--- config.mk ---
export PLATFORM = sky130hd
export DESIGN_NAME = load_store_unit
export DESIGN_NICKNAME = d
export VERILOG_FILES = /design/src/rtl/load_store_unit_pkg.sv /design/src/rtl/load_store_unit_align.sv /design/src/rtl/load_store_unit.sv
export SDC_FILE = /design/constraint.sdc
export NUM_CORES = 1
export LEC_CHECK = 0
export ABC_AREA = 1
export CORE_AREA = 2 2 166 168
export DETAILED_ROUTE_END_ITERATION = 12
export DIE_AREA = 0 0 168 170
export DONT_BUFFER_PORTS = 1
export PLACE_DENSITY = 0.79
export SETUP_SLACK_MARGIN = 0.15
export SYNTH_ARGS = -nofsm -noshare
export SYNTH_HDL_FRONTEND = slang
export SYNTH_HIERARCHICAL = 1
export SYNTH_SLANG_ARGS = --single-unit
--- constraint.sdc ---
create_clock -name clk -period 3.1 [get_ports clk]
set_clock_uncertainty 0.2 [all_clocks]
set_input_delay 0.62 -clock clk [delete_from_list [all_inputs] [get_ports clk]]
set_output_delay 0.62 -clock clk [all_outputs]
set_load 0.005 [all_outputs]
--- src/rtl/load_store_unit_pkg.sv ---
// Shared core definitions: decoded instruction view, memory opcodes and access-size encodings.
// Also the alignment/legality check used by the load/store unit.
package load_store_unit_pkg;

    localparam int unsigned XLEN = 64;

    localparam logic [6:0] OP_LOAD  = 7'b0000011;
    localparam logic [6:0] OP_STORE = 7'b0100011;

    localparam logic [2:0] F3_B  = 3'b000;
    localparam logic [2:0] F3_H  = 3'b001;
    localparam logic [2:0] F3_W  = 3'b010;
    localparam logic [2:0] F3_D  = 3'b011;
    localparam logic [2:0] F3_BU = 3'b100;
    localparam logic [2:0] F3_HU = 3'b101;
    localparam logic [2:0] F3_WU = 3'b110;

    typedef struct packed {
        logic [2:0] funct3;
        logic [6:0] opcode;
    } decoded_inst_t;

    // An illegal size encoding is reported the same way as a misaligned address.
    function automatic logic access_fault(input logic is_store, input logic [2:0] funct3,
                                          input logic [2:0] addr_lo);
        logic bad_f3;
        bad_f3 = is_store ? funct3[2] : (funct3 == 3'b111);
        case (funct3[1:0])
            2'b00:   return bad_f3;
            2'b01:   return bad_f3 | addr_lo[0];
            2'b10:   return bad_f3 | (addr_lo[1:0] != 2'b00);
            default: return bad_f3 | (addr_lo != 3'b000);
        endcase
    endfunction

endpackage

--- src/rtl/load_store_unit_align.sv ---
// Combinational data alignment: load lane extraction with sign/zero extension,
// and store lane shifting with byte-strobe generation.
module lsu_align
    import load_store_unit_pkg::*;
(
    input  logic [2:0]      funct3,
    input  logic [2:0]      addr_lo,
    input  logic [XLEN-1:0] rdata,
    input  logic [XLEN-1:0] store_data,
    output logic [XLEN-1:0] load_data,
    output logic [XLEN-1:0] wdata,
    output logic [7:0]      wstrb
);

    logic [XLEN-1:0] shifted;
    logic [7:0]      size_mask;

    always_comb begin
        shifted = rdata >> {addr_lo, 3'b000};
        case (funct3)
            F3_B:    load_data = {{56{shifted[7]}}, shifted[7:0]};
            F3_H:    load_data = {{48{shifted[15]}}, shifted[15:0]};
            F3_W:    load_data = {{32{shifted[31]}}, shifted[31:0]};
            F3_BU:   load_data = {56'b0, shifted[7:0]};
            F3_HU:   load_data = {48'b0, shifted[15:0]};
            F3_WU:   load_data = {32'b0, shifted[31:0]};
            default: load_data = shifted;
        endcase

        case (funct3[1:0])
            2'b00:   size_mask = 8'h01;
            2'b01:   size_mask = 8'h03;
            2'b10:   size_mask = 8'h0f;
            default: size_mask = 8'hff;
        endcase
        wdata = store_data << {addr_lo, 3'b000};
        wstrb = size_mask << addr_lo;
    end

endmodule

--- src/rtl/load_store_unit.sv ---
// Memory stage: one aligned doubleword transaction per load/store over req/gnt/rvalid,
// non-memory results pass straight through to writeback.
module load_store_unit
    import load_store_unit_pkg::*;
(
    input  logic            clk,
    input  logic            rst_n,
    input  logic            in_valid,
    output logic            in_ready,
    input  decoded_inst_t   instr,
    input  logic [XLEN-1:0] alu_result,
    input  logic [XLEN-1:0] store_data,
    input  logic [4:0]      rd_in,
    output logic            mem_req,
    output logic            mem_we,
    output logic [XLEN-1:0] mem_addr,
    output logic [XLEN-1:0] mem_wdata,
    output logic [7:0]      mem_wstrb,
    input  logic            mem_gnt,
    input  logic            mem_rvalid,
    input  logic [XLEN-1:0] mem_rdata,
    output logic            out_valid,
    input  logic            out_ready,
    output logic [XLEN-1:0] out_data,
    output logic [4:0]      out_rd,
    output logic            out_wb_en,
    output logic            misalign_exc
);

    typedef enum logic [1:0] {StIdle, StReq, StWait, StResp} state_t;

    state_t          state;
    logic [2:0]      funct3_q;
    logic [2:0]      addr_lo_q;
    logic            is_store_q;

    logic            accept, is_load, is_store, is_mem, fault;
    logic [2:0]      align_f3, align_addr;
    logic [XLEN-1:0] load_data, wdata;
    logic [7:0]      wstrb;

    assign accept   = in_valid && in_ready;
    assign is_load  = (instr.opcode == OP_LOAD);
    assign is_store = (instr.opcode == OP_STORE);
    assign is_mem   = is_load || is_store;
    assign fault    = access_fault(is_store, instr.funct3, alu_result[2:0]);

    // One aligner serves both directions: live inputs while idle, captured fields afterwards.
    assign align_f3   = (state == StIdle) ? instr.funct3     : funct3_q;
    assign align_addr = (state == StIdle) ? alu_result[2:0]  : addr_lo_q;

    lsu_align u_align (
        .funct3     (align_f3),
        .addr_lo    (align_addr),
        .rdata      (mem_rdata),
        .store_data (store_data),
        .load_data  (load_data),
        .wdata      (wdata),
        .wstrb      (wstrb)
    );

    always_ff @(posedge clk or negedge rst_n) begin
        if (!rst_n) begin
            state        <= StIdle;
            in_ready     <= 1'b1;
            mem_req      <= 1'b0;
            mem_we       <= 1'b0;
            mem_addr     <= '0;
            mem_wdata    <= '0;
            mem_wstrb    <= '0;
            out_valid    <= 1'b0;
            out_data     <= '0;
            out_rd       <= '0;
            out_wb_en    <= 1'b0;
            misalign_exc <= 1'b0;
            funct3_q     <= '0;
            addr_lo_q    <= '0;
            is_store_q   <= 1'b0;
        end else begin
            case (state)
                StIdle: if (accept) begin
                    in_ready   <= 1'b0;
                    out_rd     <= rd_in;
                    funct3_q   <= instr.funct3;
                    addr_lo_q  <= alu_result[2:0];
                    is_store_q <= is_store;
                    if (is_mem && !fault) begin
                        state     <= StReq;
                        mem_req   <= 1'b1;
                        mem_we    <= is_store;
                        mem_addr  <= {alu_result[XLEN-1:3], 3'b000};
                        mem_wdata <= is_store ? wdata : '0;
                        mem_wstrb <= is_store ? wstrb : '0;
                    end else begin
                        state        <= StResp;
                        out_valid    <= 1'b1;
                        out_data     <= is_mem ? '0 : alu_result;
                        out_wb_en    <= !is_mem;
                        misalign_exc <= is_mem;
                    end
                end
                StReq: if (mem_gnt) begin
                    mem_req <= 1'b0;
                    mem_we  <= 1'b0;
                    if (is_store_q) begin
                        state     <= StResp;
                        out_valid <= 1'b1;
                        out_data  <= '0;
                        out_wb_en <= 1'b0;
                    end else begin
                        state <= StWait;
                    end
                end
                StWait: if (mem_rvalid) begin
                    state     <= StResp;
                    out_valid <= 1'b1;
                    out_data  <= load_data;
                    out_wb_en <= 1'b1;
                end
                StResp: if (out_ready) begin
                    state        <= StIdle;
                    in_ready     <= 1'b1;
                    out_valid    <= 1'b0;
                    out_wb_en    <= 1'b0;
                    misalign_exc <= 1'b0;
                end
                default: state <= StIdle;
            endcase
        end
    end

endmodule

==> results.md <==
- Total gr overflow: 0
- Synthesis-stage register bit count: 217
- Syn Area/Cell: 6.80 sq um
- GRT Total Usage: 0.339
- DRT Wirelength: 50900 um
- Initial antenna violation count: 1
- Worst r2r src: state[1]$_DFFE_PN0P_
- Critical path type: reg -> reg
- Share of the synthesized area in the top cell type: 0.383
- Crit end category: flop
- CTS root buf: clkbuf_16
- CTS max path bufs: 3
- Die Wd: 168 um
- R2R setup slack: 0.25 ns
- Wire per inst: 21.5 um
- Finished Core Util: 0.572
- Setup crit start kind: flop
- Storage cell area: 5430 sq um
- Unrepaired setup endpoints after global routing: false
- Post-route minimum period: 2.85 ns
- Setup TNS Final: 0 ns
- MaxCap Viol Count: 0
- Routed Antenna Nets: 0
- Setup-failing EPs final: 0
- Failing checks: negative hold slack
- Crit path arrival time: 3.11 ns
- Area of the multi-input gates: 7280 sq um
- Die Y: 170 um
- Critical Path Fanout Max: 13
- Synth async-reset ratio: 1.00
- Slew Viols, Final: 0
- Growth of design area from synthesis to finish: 8.06%
- Pwr dens: 1210 nW/um^2
- Leading area contributor after synthesis: dfrtp_1
- Clock latency on the worst-skew pair: 0.53 ns
- Final Hold Fails: 217
- Static leakage: 7.68 nW
- Die Area: 28600 sq um
- Worst Reg-to-Reg Cells: 17
- Number of DRC markers in iteration 0: 1961
- Global-route wire length before repair: 76100 um
- Layout cell share with drive strength beyond 1: 0.0782
- Most used flip-flop cell after synthesis: dfrtp_1
- IO buf count: 0
- Distinct cells, synth: 35
- Initial core utilization: 0.529
- Post-Place Setup Slack: 0.111 ns
- Max VDD drop: 0.830 mV
- Synth Cell Area: 14100 sq um
- Fmax: 351 MHz
- Worst Path Required: 3.36 ns
- Number of synthesized flops with an enable pin: 0
- Sequential area share after synthesis: 0.385
- Worst Slack Setup Final: 0.248 ns
- Ys Warns: 6
- Crit share post-route: 0.920
- I/O pin count: 424
- Clock Sinks: 217
- TritonCTS clock tree: yes
- # H-tree levels: 1
- 1st-pass router iterations: 6
- Vias in the first global route: 12861
- Synth area leaders: dfrtp_1 38%, nand2_1 22%, nand3_1 6.6%
- Hpwl dp: 36500 um
- Antenna diodes: 0
- NumNets Final: 2225
- Synth top cells by count: 818 x nand2_1, 216 x dfrtp_1, 185 x nand3_1
- Total CTS buffers: 24
- Fillers: 2567
- Residual DRC: 0
- Most common cell in the synthesized netlist: nand2_1
- End of the worst register-to-register path: out_data[45]$_DFFE_PN0P_
- Gate Count Post-Synth: 2074
- Row cnt: 60
- Vias per Instance: 5.98
- Placer Congestion: 0.982
- Core area: 26700 sq um
- Outcome: finished with violations
- Worst slew margin: 0.525
- Vias: 14114
- Worst min-delay path class: in -> async
- Pin count of the biggest net entering global routing: 218
- Worst Max-Slew Pin Slew: 0.713 ns
- Hold_ws: -0.413 ns
- Clock-pin transition on the worst setup and hold timing paths: 0.07 ns
[power by group]
part | switching [W] | total, W | internal [W]
sequential | 0.000423 | 0.00377 | 0.00335
combinational | 0.00785 | 0.0117 | 0.00386
clock | 0.00118 | 0.00287 | 0.00169
[critical path, stage by stage (launching register included)]
cell and delay [ns]:
dfrtp_1 0.40, inv_2 0.09, ha_2 0.21, buf_6 0.14, buf_6 0.14, o21ai_4 0.08, buf_4 0.16, buf_6 0.15
nor2_8 0.14, nand2_2 0.07, a21oi_4 0.18, buf_4 0.14, nand3_4 0.12, nand4_1 0.18, nand2_1 0.09, nand2_1 0.09
nand4_1 0.08, nand2_1 0.09
[repair_timing]
action                     CTS  global route
resized for setup            1            31
gates cloned                 0             4
pin swaps                    0             5
setup buffers                0            19
setup endpoints to repair   12            89
hold endpoints to repair   217           217
[worst max path at each step]
stage | start | to
4_1_cts | state[1]$_DFFE_PN0P_ | out_data[45]$_DFFE_PN0P_
5_1_grt | state[1]$_DFFE_PN0P_ | out_data[60]$_DFFE_PN0P_
2_1_floorplan | state[0]$_DFFE_PN0P_ | out_data[33]$_DFFE_PN0P_
6_report | state[1]$_DFFE_PN0P_ | out_data[45]$_DFFE_PN0P_
3_3_place_gp | state[1]$_DFFE_PN0P_ | out_data[40]$_DFFE_PN0P_
3_5_place_dp | state[1]$_DFFE_PN0P_ | out_data[45]$_DFFE_PN0P_
[cells by family after synthesis]
logic type	after synthesis	share of synthesized area
compound gates	316	0.118
other cells	1	0.000266
flops	217	0.385
simple gates	1188	0.358
mux	31	0.0225
fa+ha+maj	8	0.00710
buf+inv	313	0.109
[layout make-up]
type / instances / share of cell area
clock buffer: 37 / 0.0453
tap: 341 / 0.0280
inverter: 144 / 0.0367
multi-input combinational: 1550 / 0.478
sequential: 217 / 0.357
clock inverter: 6 / 0.00526
timing repair buffer: 67 / 0.0504
[metrics by stage]
step | power, W | instance area [sq um] | std cells
after floorplan | 0.0118 | 14100 | 2076
after global placement | 0.0145 | 14200 | 2296
after detailed placement | 0.0147 | 14200 | 2296
after CTS | 0.0176 | 14900 | 2339
after global routing | 0.0196 | 15200 | 2362
final | 0.0184 | 15200 | 2362
[registers in the layout, summed over array words and instances (netlist names), 2 cells and up]
register / flops
addr_lo_q: 3
funct3_q: 3
mem_addr: 61
mem_wdata: 64
mem_wstrb: 8
out_data: 64
out_rd: 5
state: 2
[cells in the final DEF (no fill, tap or decap), drive strengths merged]
cell type,instances
nand2,824
o21ai,273
dfrtp,216
nand3,194
inv,142
nand4,99
nor2,68
buf,66
clkbuf,38
mux2i,25
o211ai,16
a21oi,15
o22ai,10
ha,8
mux2,6
clkinv,5
or2,4
o21a,3
conb,3
and2,2
bufinv,2
dfstp,1
clkinvlp,1
[layer usage]
| layer | global-route usage | vias up | routed length (um) |
|---|---|---|---|
| li1 | - | 6613 | - |
| met1 | 0.450 | 6543 | 20200 |
| met2 | 0.537 | 849 | 22900 |
| met3 | 0.0900 | 109 | 5880 |
| met4 | 0.119 | 0 | 1930 |
| met5 | 0 | - | 0 |
Power figures use the tool's default switching activity.
